### config.mk
export PLATFORM = sky130hd
export DESIGN_NAME = fifo_uart_tx_flat
export DESIGN_NICKNAME = d
export VERILOG_FILES = /design/src/rtl/fifo_uart_tx_if.sv /design/src/rtl/fifo_uart_tx.sv /design/src/flat_wrapper.sv
export SDC_FILE = /design/constraint.sdc
export NUM_CORES = 1
export LEC_CHECK = 0
export CORE_UTILIZATION = 45
export DETAILED_ROUTE_END_ITERATION = 10
export GPL_ROUTABILITY_DRIVEN = 0
export PLACE_DENSITY = 0.69
export RECOVER_POWER = 50
export SLEW_MARGIN = 25
export SYNTH_ARGS = -nofsm -noshare
export SYNTH_HDL_FRONTEND = slang
export SYNTH_SLANG_ARGS = --single-unit
### constraint.sdc
create_clock -name clk -period 2.6 [get_ports clk]
set_input_delay 0.52 -clock clk [delete_from_list [all_inputs] [get_ports clk]]
set_output_delay 0.52 -clock clk [all_outputs]
set_load 0.05 [all_outputs]
### src/rtl/fifo_uart_tx_if.sv
// fifo_uart_tx_if: read-side handshake between a synchronous FIFO and its consumer
interface fifo_uart_tx_if;
  logic       fifo_empty;
  logic [7:0] fifo_data;
  logic       fifo_rd_en;
  modport master (input fifo_empty, input fifo_data, output fifo_rd_en);
  modport slave (output fifo_empty, output fifo_data, input fifo_rd_en);
endinterface

### src/rtl/fifo_uart_tx.sv
// fifo_uart_tx: pops bytes from a synchronous FIFO and sends them as UART frames
module fifo_uart_tx #(
  parameter int CLKS_PER_BIT = 868,
  parameter int PARITY = 0,
  parameter int STOP_BITS = 1
) (
  input  logic                  clk,
  input  logic                  rst_n,
  input  logic                  tx_en,
  fifo_uart_tx_if.master        fifo,
  output logic                  tx,
  output logic                  busy,
  output logic [15:0]           frame_cnt
);
  if (PARITY < 0 || PARITY > 2 || STOP_BITS < 1 || STOP_BITS > 2 ||
      CLKS_PER_BIT < 2 || CLKS_PER_BIT > 65535) begin : g_bad_param
    $error("fifo_uart_tx: illegal parameter value");
  end
  localparam int TW = $clog2(CLKS_PER_BIT);
  typedef enum logic [2:0] {IDLE, FETCH, START, DATA, PAR, STOP} state_t;
  state_t        state;
  logic [TW-1:0] tmr;
  logic [2:0]    idx;
  logic          sidx;
  logic [7:0]    sh;
  logic          par;
  logic          bit_end;
  assign bit_end = tmr == TW'(CLKS_PER_BIT - 1);
  assign fifo.fifo_rd_en = rst_n && state == IDLE && tx_en && !fifo.fifo_empty;
  always_ff @(posedge clk or negedge rst_n)
    if (!rst_n) begin
      state     <= IDLE;
      tx        <= 1'b1;
      busy      <= 1'b0;
      frame_cnt <= '0;
      tmr       <= '0;
      idx       <= '0;
      sidx      <= 1'b0;
      sh        <= '0;
      par       <= 1'b0;
    end else begin
      tmr <= (state == IDLE || state == FETCH || bit_end) ? '0 : tmr + 1'b1;
      case (state)
        IDLE:
          if (fifo.fifo_rd_en) begin
            state <= FETCH;
            busy  <= 1'b1;
          end
        FETCH: begin
          sh    <= fifo.fifo_data;
          par   <= ^fifo.fifo_data ^ (PARITY == 2);
          idx   <= '0;
          sidx  <= 1'b0;
          tx    <= 1'b0;
          state <= START;
        end
        START:
          if (bit_end) begin
            tx    <= sh[0];
            state <= DATA;
          end
        DATA:
          if (bit_end) begin
            idx   <= idx + 3'd1;
            tx    <= idx == 3'd7 ? (PARITY != 0 ? par : 1'b1) : sh[idx + 3'd1];
            state <= idx == 3'd7 ? (PARITY != 0 ? PAR : STOP) : DATA;
          end
        PAR:
          if (bit_end) begin
            tx    <= 1'b1;
            state <= STOP;
          end
        STOP:
          if (bit_end) begin
            if (sidx == 1'(STOP_BITS - 1)) begin
              state     <= IDLE;
              busy      <= 1'b0;
              frame_cnt <= frame_cnt + 16'd1;
            end else
              sidx <= 1'b1;
          end
        default: state <= IDLE;
      endcase
    end
endmodule

### src/flat_wrapper.sv
// flat-port wrapper written by rule: the top's interface ports become plain ports
module fifo_uart_tx_flat 
#(
  parameter int CLKS_PER_BIT = 868,
  parameter int PARITY = 0,
  parameter int STOP_BITS = 1
)
  (clk, rst_n, tx_en, tx, busy, frame_cnt, fifo_fifo_empty, fifo_fifo_data, fifo_fifo_rd_en);
  fifo_uart_tx_if fifo_i ();
  input  logic clk;
  input  logic rst_n;
  input  logic tx_en;
  output logic tx;
  output logic busy;
  output logic [15:0] frame_cnt;
  input wire logic [$bits(fifo_i.fifo_empty)-1:0] fifo_fifo_empty;
  input wire logic [$bits(fifo_i.fifo_data)-1:0] fifo_fifo_data;
  output wire logic [$bits(fifo_i.fifo_rd_en)-1:0] fifo_fifo_rd_en;
  assign fifo_i.fifo_empty = fifo_fifo_empty;
  assign fifo_i.fifo_data = fifo_fifo_data;
  assign fifo_fifo_rd_en = fifo_i.fifo_rd_en;
  fifo_uart_tx #(.CLKS_PER_BIT(CLKS_PER_BIT), .PARITY(PARITY), .STOP_BITS(STOP_BITS)) u_core (.clk(clk), .rst_n(rst_n), .tx_en(tx_en), .fifo(fifo_i), .tx(tx), .busy(busy), .frame_cnt(frame_cnt));
endmodule
* Word level (Yosys, flattened, before mapping)
Index checks and enable logic that the tools add are counted.
** Storage, ports and cells
- Bits in registers :: 43
- Bits of input ports :: 12
- Output and inout bits :: 19
- Word-level logic and storage cells :: 68
** Operators by class
- Add/subtract/negate cells :: 3
- $lt $le $gt $ge :: 1
- Eq/ne operators :: 13
- Mux-type cells :: 25
- Bitwise operators :: 1
- Reduce and logical (&&, ||, !) cells :: 17
** Operators with widths (number)
- two-way mux 3 bit :: 8
- one-hot mux 3 bit (6 select lines) :: 1
- adder 16 x 1 -> 16 bit (second input constant) :: 1
- adder 10 x 1 -> 10 bit (second input constant) :: 1
- == test 10 bit (second input constant) :: 1
- two-way mux 1 bit :: 10
- two-way mux 10 bit :: 1
- == test 3 bit (second input constant) :: 3
- inequality test 2 x 1 -> 1 bit (second input constant) :: 4
- AND reduction 4 bit :: 2
- == test 3 x 2 -> 1 bit (second input constant) :: 2
- one-hot mux 3 bit (2 select lines) :: 1
- AND reduction 6 bit :: 1
- nonzero test 2 bit :: 3
- < comparator 3 x 4 -> 1 bit (second input constant) :: 1
- inequality test 2 bit (second input constant) :: 2
- one-hot mux 1 bit (2 select lines) :: 2
- one-hot mux 1 bit (4 select lines) :: 1
- AND reduction 2 bit :: 2
- nonzero test 4 bit :: 1
- adder 3 x 1 -> 3 bit (second input constant) :: 1
- binary-select mux 1 bit (select 3 bit) :: 1
- == test 3 x 1 -> 1 bit (second input constant) :: 1
- logical AND 1 bit :: 3
- other kinds (5) :: 6

* Logic depth before layout (Yosys ltp)
Gate-level depths: netlist of run 1.
- Depth after elaboration :: 6
- Mapped depth :: 6
- Gate-level depth less buffers :: 6

* Least setup slack after synthesis of run 1
No wires, ideal clock.
- Kind :: register to register
- From :: reg u_core.idx[0]
- To :: reg u_core.tx
- Library setup time :: 0.092 ns
- Data arrival time :: 1.701 ns
- Required time :: 2.508 ns
- Setup slack :: 0.807 ns
- Cell stages (with the launch flop) :: 7
- Path buffers :: 0
- Period minus slack after synthesis :: 1.793 ns
- Cells stage by stage :: dfrtp_1 -> ha_1 -> ha_1 -> mux4_2 -> and3_1 -> a2111oi_2 -> a211oi_2
** Between the ends
- Cells in the longest elaborated chain, start to end :: 6
- Elaborated cells on any way between the ends :: 7
- Classes of those cells :: 1 x add/sub; 1 x eq/ne; 5 x mux
** Ends and longest elaborated chain
- start: declaration :: RTL line fifo_uart_tx.sv:23 : logic [2:0] idx;
- start signal: assignment :: RTL line fifo_uart_tx.sv:64 : idx <= idx + 3'd1;
- adder 3 x 1 -> 3 bit :: RTL line fifo_uart_tx.sv:65 : tx <= idx == 3'd7 ? (PARITY != 0 ? par : 1'b1) : sh[idx + 3'd1];
- binary-select mux 1 bit (select 3 bit) :: RTL line fifo_uart_tx.sv:65
- two-way mux 1 bit (not written as such) :: RTL line fifo_uart_tx.sv:65
- two-way mux 1 bit * :: RTL line fifo_uart_tx.sv:65
- two-way mux 1 bit * :: RTL line fifo_uart_tx.sv:63 : if (bit_end) begin
- one-hot mux 1 bit (4 select lines) * :: RTL line fifo_uart_tx.sv:43 : case (state)
- end signal: assignment :: RTL line fifo_uart_tx.sv:59 : tx <= sh[0];
- end signal: assignment :: RTL line fifo_uart_tx.sv:65
- end: declaration :: RTL line fifo_uart_tx.sv:11 : output logic tx,
Every way passes the cells marked *; elsewhere a longest branch is shown, timed or not. The select of a mux whose other input is x is not followed.
A chain may end at the register's enable or synchronous reset.

* Worst setup path in the final report of run 1
- From :: reg u_core.tx
- To :: out tx
** RTL lines
- end: declaration :: RTL line flat_wrapper.sv:13 : output logic tx;
No word-level cell between the ends.

==> results of run 1 <==
## routing by layer
| metal | vias to the layer above | share of wire | global-route usage |
|---|---|---|---|
| li1 | 715 | - | - |
| met1 | 722 | 0.46 | 0.242 |
| met2 | 36 | 0.50 | 0.298 |
| met3 | 4 | 0.030 | 0.0342 |
| met4 | 0 | 0.012 | 0.0733 |
| met5 | - | 0 | 0 |
## cell type report
| cell class | instances | area share |
|---|---|---|
| flip-flops and latches | 43 | 0.415 |
| multi-input cells | 131 | 0.391 |
| repair buffers | 31 | 0.119 |
| clock buffers | 6 | 0.0318 |
| well taps | 52 | 0.0251 |
| clock inverters | 2 | 0.0135 |
| inverters | 3 | 0.00434 |
## Yosys cell counts (4+ instances only)
cell type	n
nor3_1	4
nand3_1	14
and3_1	5
ha_1	4
nand2_1	8
nor2_1	16
mux2_2	9
nor4_2	4
xor2_1	19
dfrtp_1	42
xnor2_1	5
## power by group
part / internal, mW / total (mW) / switching [mW]
registers: 0.674 / 0.678 / 0.00353
clock network: 0.311 / 0.538 / 0.227
logic: 0.0213 / 0.0394 / 0.0181
## path summary, 6_finish.rpt
kind                                 startpoint                    to  cells after the start
max                                   u_core.tx                    tx                      1
min                        u_core.frame_cnt[15]  u_core.frame_cnt[15]                      1
max reg2reg                     u_core.state[2]         u_core.idx[1]                      4
min reg2reg                u_core.frame_cnt[15]  u_core.frame_cnt[15]                      1
max in group asynchronous                 rst_n          u_core.sh[3]                      2
min in group asynchronous                 rst_n  u_core.frame_cnt[15]                      2
## cells by family after synthesis
logic type,synth area share
compound gates,0.0570
xor+xnor,0.0978
buf+inv,0.0262
flops,0.501
simple gates,0.221
mux,0.0681
fa+ha+maj,0.0285
## worst register-to-register path, delay by kind of cell, from the launching register on
family / cells / cell delay [ns]
AO/OA/AOI/OAI: 2 / 0.47
AND/OR/NAND/NOR: 2 / 0.88
flip-flops: 1 / 0.51
## registers in the layout, summed over array words and instances (netlist names)
signal and flops:
u_core.frame_cnt 16, u_core.tmr 10, u_core.sh 8, u_core.idx 3
u_core.state 3, u_core.busy 1, u_core.sidx 1, u_core.tx 1
## metrics by stage
stage	instances	setup WS (ns)	hold WS (ns)	instance area (µm²)	total power [mW]
after floorplan	184	0.807	0.224	2150	0.700
after global placement	260	0.618	0.459	2480	0.732
after detailed placement	260	0.586	0.467	2480	0.733
after CTS	268	0.426	0.385	2600	1.26
after global routing	268	0.398	0.515	2590	1.30
final	268	0.438	0.483	2590	1.26
==> impl_metrics.tcl, run 1 <==
set metrics [dict create \
    setup_viol 0 \
    rsz0062_at_grt "false" \
    synth_edf_count 0 \
    cts.sinks 43 \
    grt_util_all_layers 0.183 \
    drive_above_1_share 0.157 \
    syn-mean-instance-area_um2 11.7 \
    power_density_nw_per_um2 484 \
    fin_nets 231 \
    hold_class "register to register" \
    cts_setup_buffers 0 \
    start_util 0.480 \
    fin_crit_ns 2.16 \
    layout_commonest_cell "dfrtp_1" \
    cts_root_buf "clkbuf_8" \
    rows 24 \
    syn-num-nets 200 \
    ff_latch_area_um2 1080 \
    worst_pin_slew_ns 1.05 \
    crit_type "register to output port" \
    synth_area_leaders "dfrtp_1 49%, xor2_1 7.7%, mux2_2 4.7%, nand3_1 3.3%, nor2_1 2.8%" \
    viasPerCell 5.51 \
    grt_max_degree 44 \
    cp.required_ns 2.08 \
    final_util 0.580 \
    syn_inst 184 \
    grt_overflow_total 0 \
    drtIter0Drc 75 \
    yosysSeqAreaShare 0.501 \
    route.detailed.drc 2 \
    cts_buffers 5 \
    diodes 0 \
    regToRegSetupSlack_ns 0.64 \
    relSlewSlack 0.299 \
    ys_types 48 \
    area_delta_synth_final_pct 20.7 \
    clk_path_buf_depth 2 \
    port_buffers 30 \
    final.setup.tns_ns 0 \
    fmax_mhz 462 \
    synth_top_cell_area_share 0.489 \
    drv_cap 0 \
    cts_resized 0 \
    ant_nets 0 \
    ys_ff_latch 43 \
    synth_ff_type "dfrtp_1" \
    io_pins 31 \
    report.final.hold_viol_count 0 \
    irDropWorstVdd_mv 0.254 \
    clk-insertion-delay-late_ns 0.29 \
    grt_pass1_wl_mm 6.99 \
    synthArstFlopShare 1.00 \
    final_max_slew_viol_count 0 \
    fin_crit_sh 0.832 \
    first_pass_iters 9 \
    arrival_ns 1.64 \
    dieArea_um2 5060 \
    chipHeight_um 71.1 \
    cts_tree "done" \
    core_um2 4470 \
    place_hpwl_mm 3.03 \
    slowest_delay_ns 0.80 \
    nFillCells 360 \
    multi_input_area_um2 1010 \
    die_w_um 71.1 \
    crit_path_cell_trace "clkdlybuf4s50_1" \
    yosysTopAreaCell "dfrtp_1" \
    clk_pin_slew_ns 0.08 \
    worstSetupStartpointType "register" \
    cp_slowest_cell "clkdlybuf4s50_1" \
    grt_pass1_vias 1456 \
    routedWlPerCell_um 15.4 \
    drt-total-wl_mm 4.14 \
    final_cell_mix "42 x dfrtp_1, 28 x clkdlybuf4s50_1, 19 x xor2_1" \
    hold_buffers 0 \
    status "finished with violations" \
    antenna_found_initial 0 \
    cts-htree-levels 2 \
    crit_family "buffers and inverters" \
    yosysWarnings 0 \
    num_vias 1477 \
    critPathMaxFanout 3 \
    crit_buf_inv 1 \
    leakagePower_nw 1.20 \
    violations "design-rule violations" \
    syn_area_um2 2150 \
    crit_path_end_kind "output port" \
    skew_ns 0.00607 \
]
Power figures use the tool's default switching activity.
==> run 2: changes to the inputs <==
==> constraint.sdc (replaced) <==
create_clock -name clk -period 2.2 [get_ports clk]
set_input_delay 0.44 -clock clk [delete_from_list [all_inputs] [get_ports clk]]
set_output_delay 0.44 -clock clk [all_outputs]
set_load 0.05 [all_outputs]
==> impl_metrics.tcl, run 2 (same netlist as run 1, synthesis figures left out) <==
set metrics [dict create \
    status "finished with violations" \
    violations "design-rule violations" \
    place_area_um2 2490 \
    cts-htree-levels 2 \
    place_hpwl_mm 3.10 \
    port_buffers 30 \
    grt_overflow_total 0 \
    irDropWorstVdd_mv 0.366 \
    antenna_found_initial 0 \
    routedWlPerCell_um 15.4 \
    report.final.hold_viol_count 0 \
    relSlewSlack 0.315 \
    slowest_delay_ns 0.80 \
    min-delay-start "u_core.frame_cnt[15]" \
    grt_pass1_vias 1566 \
    route.detailed.drc 2 \
    placed_cells 261 \
    num_vias 1509 \
    final.setup.tns_ns 0 \
    crit_start "u_core.tx" \
    ant_nets 0 \
    grt_pass1_wl_mm 7.27 \
    cp.required_ns 1.76 \
    crit_buf_inv 1 \
    wl_met3_um 121 \
    drtIter0Drc 57 \
    fin_area_um2 2600 \
    grt_util_all_layers 0.188 \
    timing.hold.ws_ns 0.473 \
    drive_above_1_share 0.161 \
    worstSetupStartpointType "register" \
    critPathMaxFanout 3 \
    setup_viol 0 \
    worst_pin_slew_ns 1.03 \
    diodes 0 \
    die_w_um 71.1 \
    area_delta_synth_final_pct 21.1 \
    drv_cap 0 \
    crit_path_cell_trace "clkdlybuf4s50_1" \
    dieArea_um2 5060 \
    grt_max_degree 44 \
    clk-insertion-delay-late_ns 0.29 \
    viasPerCell 5.61 \
    nFillCells 356 \
    fin_nets 232 \
    io_pins 31 \
    crit_path_end_kind "output port" \
    rows 24 \
    power_density_nw_per_um2 571 \
    clk_path_buf_depth 2 \
    fin_crit_ns 2.08 \
    largest_reg_flops 16 \
    crit_family "buffers and inverters" \
    first_pass_iters 9 \
    top_layer "met4" \
    instances_no_fill 269 \
    hold_class "register to register" \
    rsz0062_at_grt "false" \
    cts_tree "done" \
    start_util 0.480 \
    cts_resized 0 \
    regToRegSetupSlack_ns 0.27 \
    final_max_slew_viol_count 0 \
    layout_commonest_cell "dfrtp_1" \
    max_flop_register "u_core.frame_cnt" \
    power_mw 1.49 \
    cts_setup_buffers 0 \
    hold_buffers 0 \
    largestRegisters "u_core.frame_cnt x16, u_core.tmr x10, u_core.sh x8" \
    cts_root_buf "clkbuf_8" \
    met1Wirelength_mm 1.76 \
    cp_slowest_cell "clkdlybuf4s50_1" \
    rr_startpoint "u_core.state[2]" \
    fin_crit_sh 0.947 \
    final_cell_mix "42 x dfrtp_1, 28 x clkdlybuf4s50_1, 19 x xor2_1" \
    cts.sinks 43 \
    fmax_mhz 480 \
    chipHeight_um 71.1 \
    drt-total-wl_mm 4.14 \
    arrival_ns 1.64 \
    clk_pin_slew_ns 0.08 \
    crit_type "register to output port" \
    skew_ns 0.00710 \
    core_um2 4470 \
    leakagePower_nw 1.21 \
    cts_buffers 5 \
    wl_met2_mm 2.17 \
]
run 2: final cells by class:
| type | count | area, µm² | share of cell area |
|---|---|---|---|
| clock buffers | 6 | 82.6 | 0.0317 |
| clock inverters | 2 | 35.0 | 0.0135 |
| inverters | 3 | 11.3 | 0.00433 |
| well taps | 52 | 65.1 | 0.0250 |
| repair buffers | 32 | 317 | 0.122 |
| multi-input cells | 131 | 1010 | 0.390 |
| flip-flops and latches | 43 | 1080 | 0.414 |
run 2: path summary, 6_finish.rpt:
check | depth (start not counted) | end
worst max-delay path | 1 | tx
worst min-delay path | 1 | u_core.frame_cnt[15]
worst max register to register | 4 | u_core.idx[2]
worst min register to register | 1 | u_core.frame_cnt[15]
max in group asynchronous | 2 | u_core.sh[7]
min in group asynchronous | 2 | u_core.tmr[4]
run 2: per-stage QoR:
stage | utilization | setup WS [ns]
2_1_floorplan | - | 0.407
3_3_place_gp | 0.556 | 0.371
3_5_place_dp | 0.556 | 0.294
4_1_cts | 0.583 | 0.0998
5_1_grt | 0.582 | 0.0750
6_report | 0.582 | 0.116
run 2: routing by layer:
layer / GRT usage / vias up
li1: - / 720
met1: 0.222 / 747
met2: 0.329 / 33
met3: 0.0370 / 9
met4: 0.0867 / 0
met5: 0 / -
run 2: report_power, final:
part / internal (mW) / switching [mW]
clock network: 0.367 / 0.270
logic: 0.0251 / 0.0208
registers: 0.797 / 0.00571
==> run 3: changes to the inputs <==
--- a/config.mk
+++ b/config.mk
@@ -10,6 +10,7 @@
 export GPL_ROUTABILITY_DRIVEN = 0
 export PLACE_DENSITY = 0.69
 export RECOVER_POWER = 50
+export SKIP_LAST_GASP = 1
 export SLEW_MARGIN = 25
 export SYNTH_ARGS = -nofsm -noshare
 export SYNTH_HDL_FRONTEND = slang
==> constraint.sdc (replaced) <==
create_clock -name clk -period 2.45 [get_ports clk]
set_input_delay 0.49 -clock clk [delete_from_list [all_inputs] [get_ports clk]]
set_output_delay 0.49 -clock clk [all_outputs]
set_load 0.05 [all_outputs]
==> impl_metrics.tcl, run 3 (same netlist as run 1, synthesis figures left out) <==
set metrics [dict create \
    status "finished with violations" \
    violations "design-rule violations" \
    irDropWorstVdd_mv 0.231 \
    top_layer "met4" \
    clk_path_buf_depth 2 \
    fin_crit_sh 0.871 \
    rows 24 \
    clk_pin_slew_ns 0.08 \
    drv_cap 0 \
    layout_commonest_cell "dfrtp_1" \
    report.final.hold_viol_count 0 \
    grt_pass1_wl_mm 7.25 \
    fin_nets 231 \
    die_w_um 71.1 \
    cp.required_ns 1.96 \
    crit_family "buffers and inverters" \
    met1Wirelength_mm 1.90 \
    route.detailed.drc 2 \
    cts_root_buf "clkbuf_8" \
    num_vias 1483 \
    final_cell_mix "42 x dfrtp_1, 28 x clkdlybuf4s50_1, 19 x xor2_1" \
    ant_nets 0 \
    cts-htree-levels 2 \
    skew_ns 0.00810 \
    cts_resized 0 \
    first_pass_iters 9 \
    hold_class "register to register" \
    port_buffers 30 \
    wl_met2_mm 2.07 \
    core_um2 4470 \
    max_flop_register "u_core.frame_cnt" \
    final_max_slew_viol_count 0 \
    io_pins 31 \
    dieArea_um2 5060 \
    grt_pass1_vias 1581 \
    clk-insertion-delay-late_ns 0.29 \
    antenna_found_initial 0 \
    leakagePower_nw 1.19 \
    relSlewSlack 0.307 \
    largestRegisters "u_core.frame_cnt x16, u_core.tmr x10, u_core.sh x8" \
    cts_buffers 5 \
    drt-total-wl_mm 4.14 \
    critPathMaxFanout 3 \
    grt_max_degree 44 \
    min-delay-start "u_core.frame_cnt[15]" \
    area_delta_synth_final_pct 19.9 \
    worst_pin_slew_ns 1.04 \
    largest_reg_flops 16 \
    cts_setup_buffers 0 \
    start_util 0.480 \
    worst_r2r_path_depth 4 \
    wl_met3_um 105 \
    grt_overflow_total 0 \
    viasPerCell 5.53 \
    final_util 0.576 \
    fmax_mhz 468 \
    regToRegSetupSlack_ns 0.49 \
    slowest_delay_ns 0.80 \
    worstSetupStartpointType "register" \
    final.setup.tns_ns 0 \
    cts.sinks 43 \
    cp_slowest_cell "clkdlybuf4s50_1" \
    setup_viol 0 \
    grt_util_all_layers 0.186 \
    routedWlPerCell_um 15.5 \
    fin_crit_ns 2.13 \
    hold_buffers 0 \
    crit_buf_inv 1 \
    drive_above_1_share 0.153 \
    diodes 0 \
    power_density_nw_per_um2 484 \
    arrival_ns 1.64 \
    crit_type "register to output port" \
    crit_start "u_core.tx" \
    rsz0062_at_grt "false" \
    crit_path_cell_trace "clkdlybuf4s50_1" \
    drtIter0Drc 63 \
    rr_startpoint "u_core.state[2]" \
    cts_tree "done" \
    place_hpwl_mm 3.01 \
    path_depth 1 \
    crit_path_end_kind "output port" \
    r2r-end "u_core.idx[1]" \
    chipHeight_um 71.1 \
    cp-endpoint "tx" \
]
-- run 3: cell count changes in the layout (fill, tap and decap cells not counted), sizes merged --
cell | before | now
clkinv | 1 | 0
buf | 2 | 1
bufinv | 1 | 0
clkbuf | 8 | 10
-- run 3: worst min path at each step --
stage                                 endpoint  slack (ns)  cells past startpoint
after floorplan                    u_core.busy        0.19                      0
after global placement    u_core.frame_cnt[15]        0.46                      1
after detailed placement           u_core.busy        0.48                      2
after CTS                        u_core.tmr[8]        0.33                      2
after global routing      u_core.frame_cnt[15]        0.51                      1
final                     u_core.frame_cnt[15]        0.48                      1
-- run 3: routing by layer --
metal / up-vias / GRT usage
met2: 31 / 0.321
met5: - / 0
met4: 0 / 0.0733
met3: 7 / 0.0342
met1: 732 / 0.232
li1: 713 / -
-- run 3: final cells by class --
cell class	instances	area, µm²
Clock buffer	8	100
Timing Repair Buffer	31	309
Tap cell	52	65.1
Fill cell	358	1900
Sequential cell	43	1080
Inverter	3	11.3
Multi-Input combinational cell	131	1010
-- run 3: metrics by stage --
stage               setup WS [ns]  hold WS, ns  cell area (µm²)  power [mW]  instances
floorplan                   0.657        0.194             2150       0.742        184
global placement            0.527        0.459             2480       0.777        260
detailed placement          0.482        0.479             2480       0.778        260
CTS                         0.295        0.328             2580        1.26        268
global route                0.278        0.511             2580        1.30        268
finish                      0.315        0.481             2580        1.25        268
-- run 3: where the power goes --
part	switching, mW	total, mW	internal, mW
Combinational	0.0192	0.0418	0.0226
Clock	0.228	0.485	0.257
Sequential	0.00398	0.720	0.716
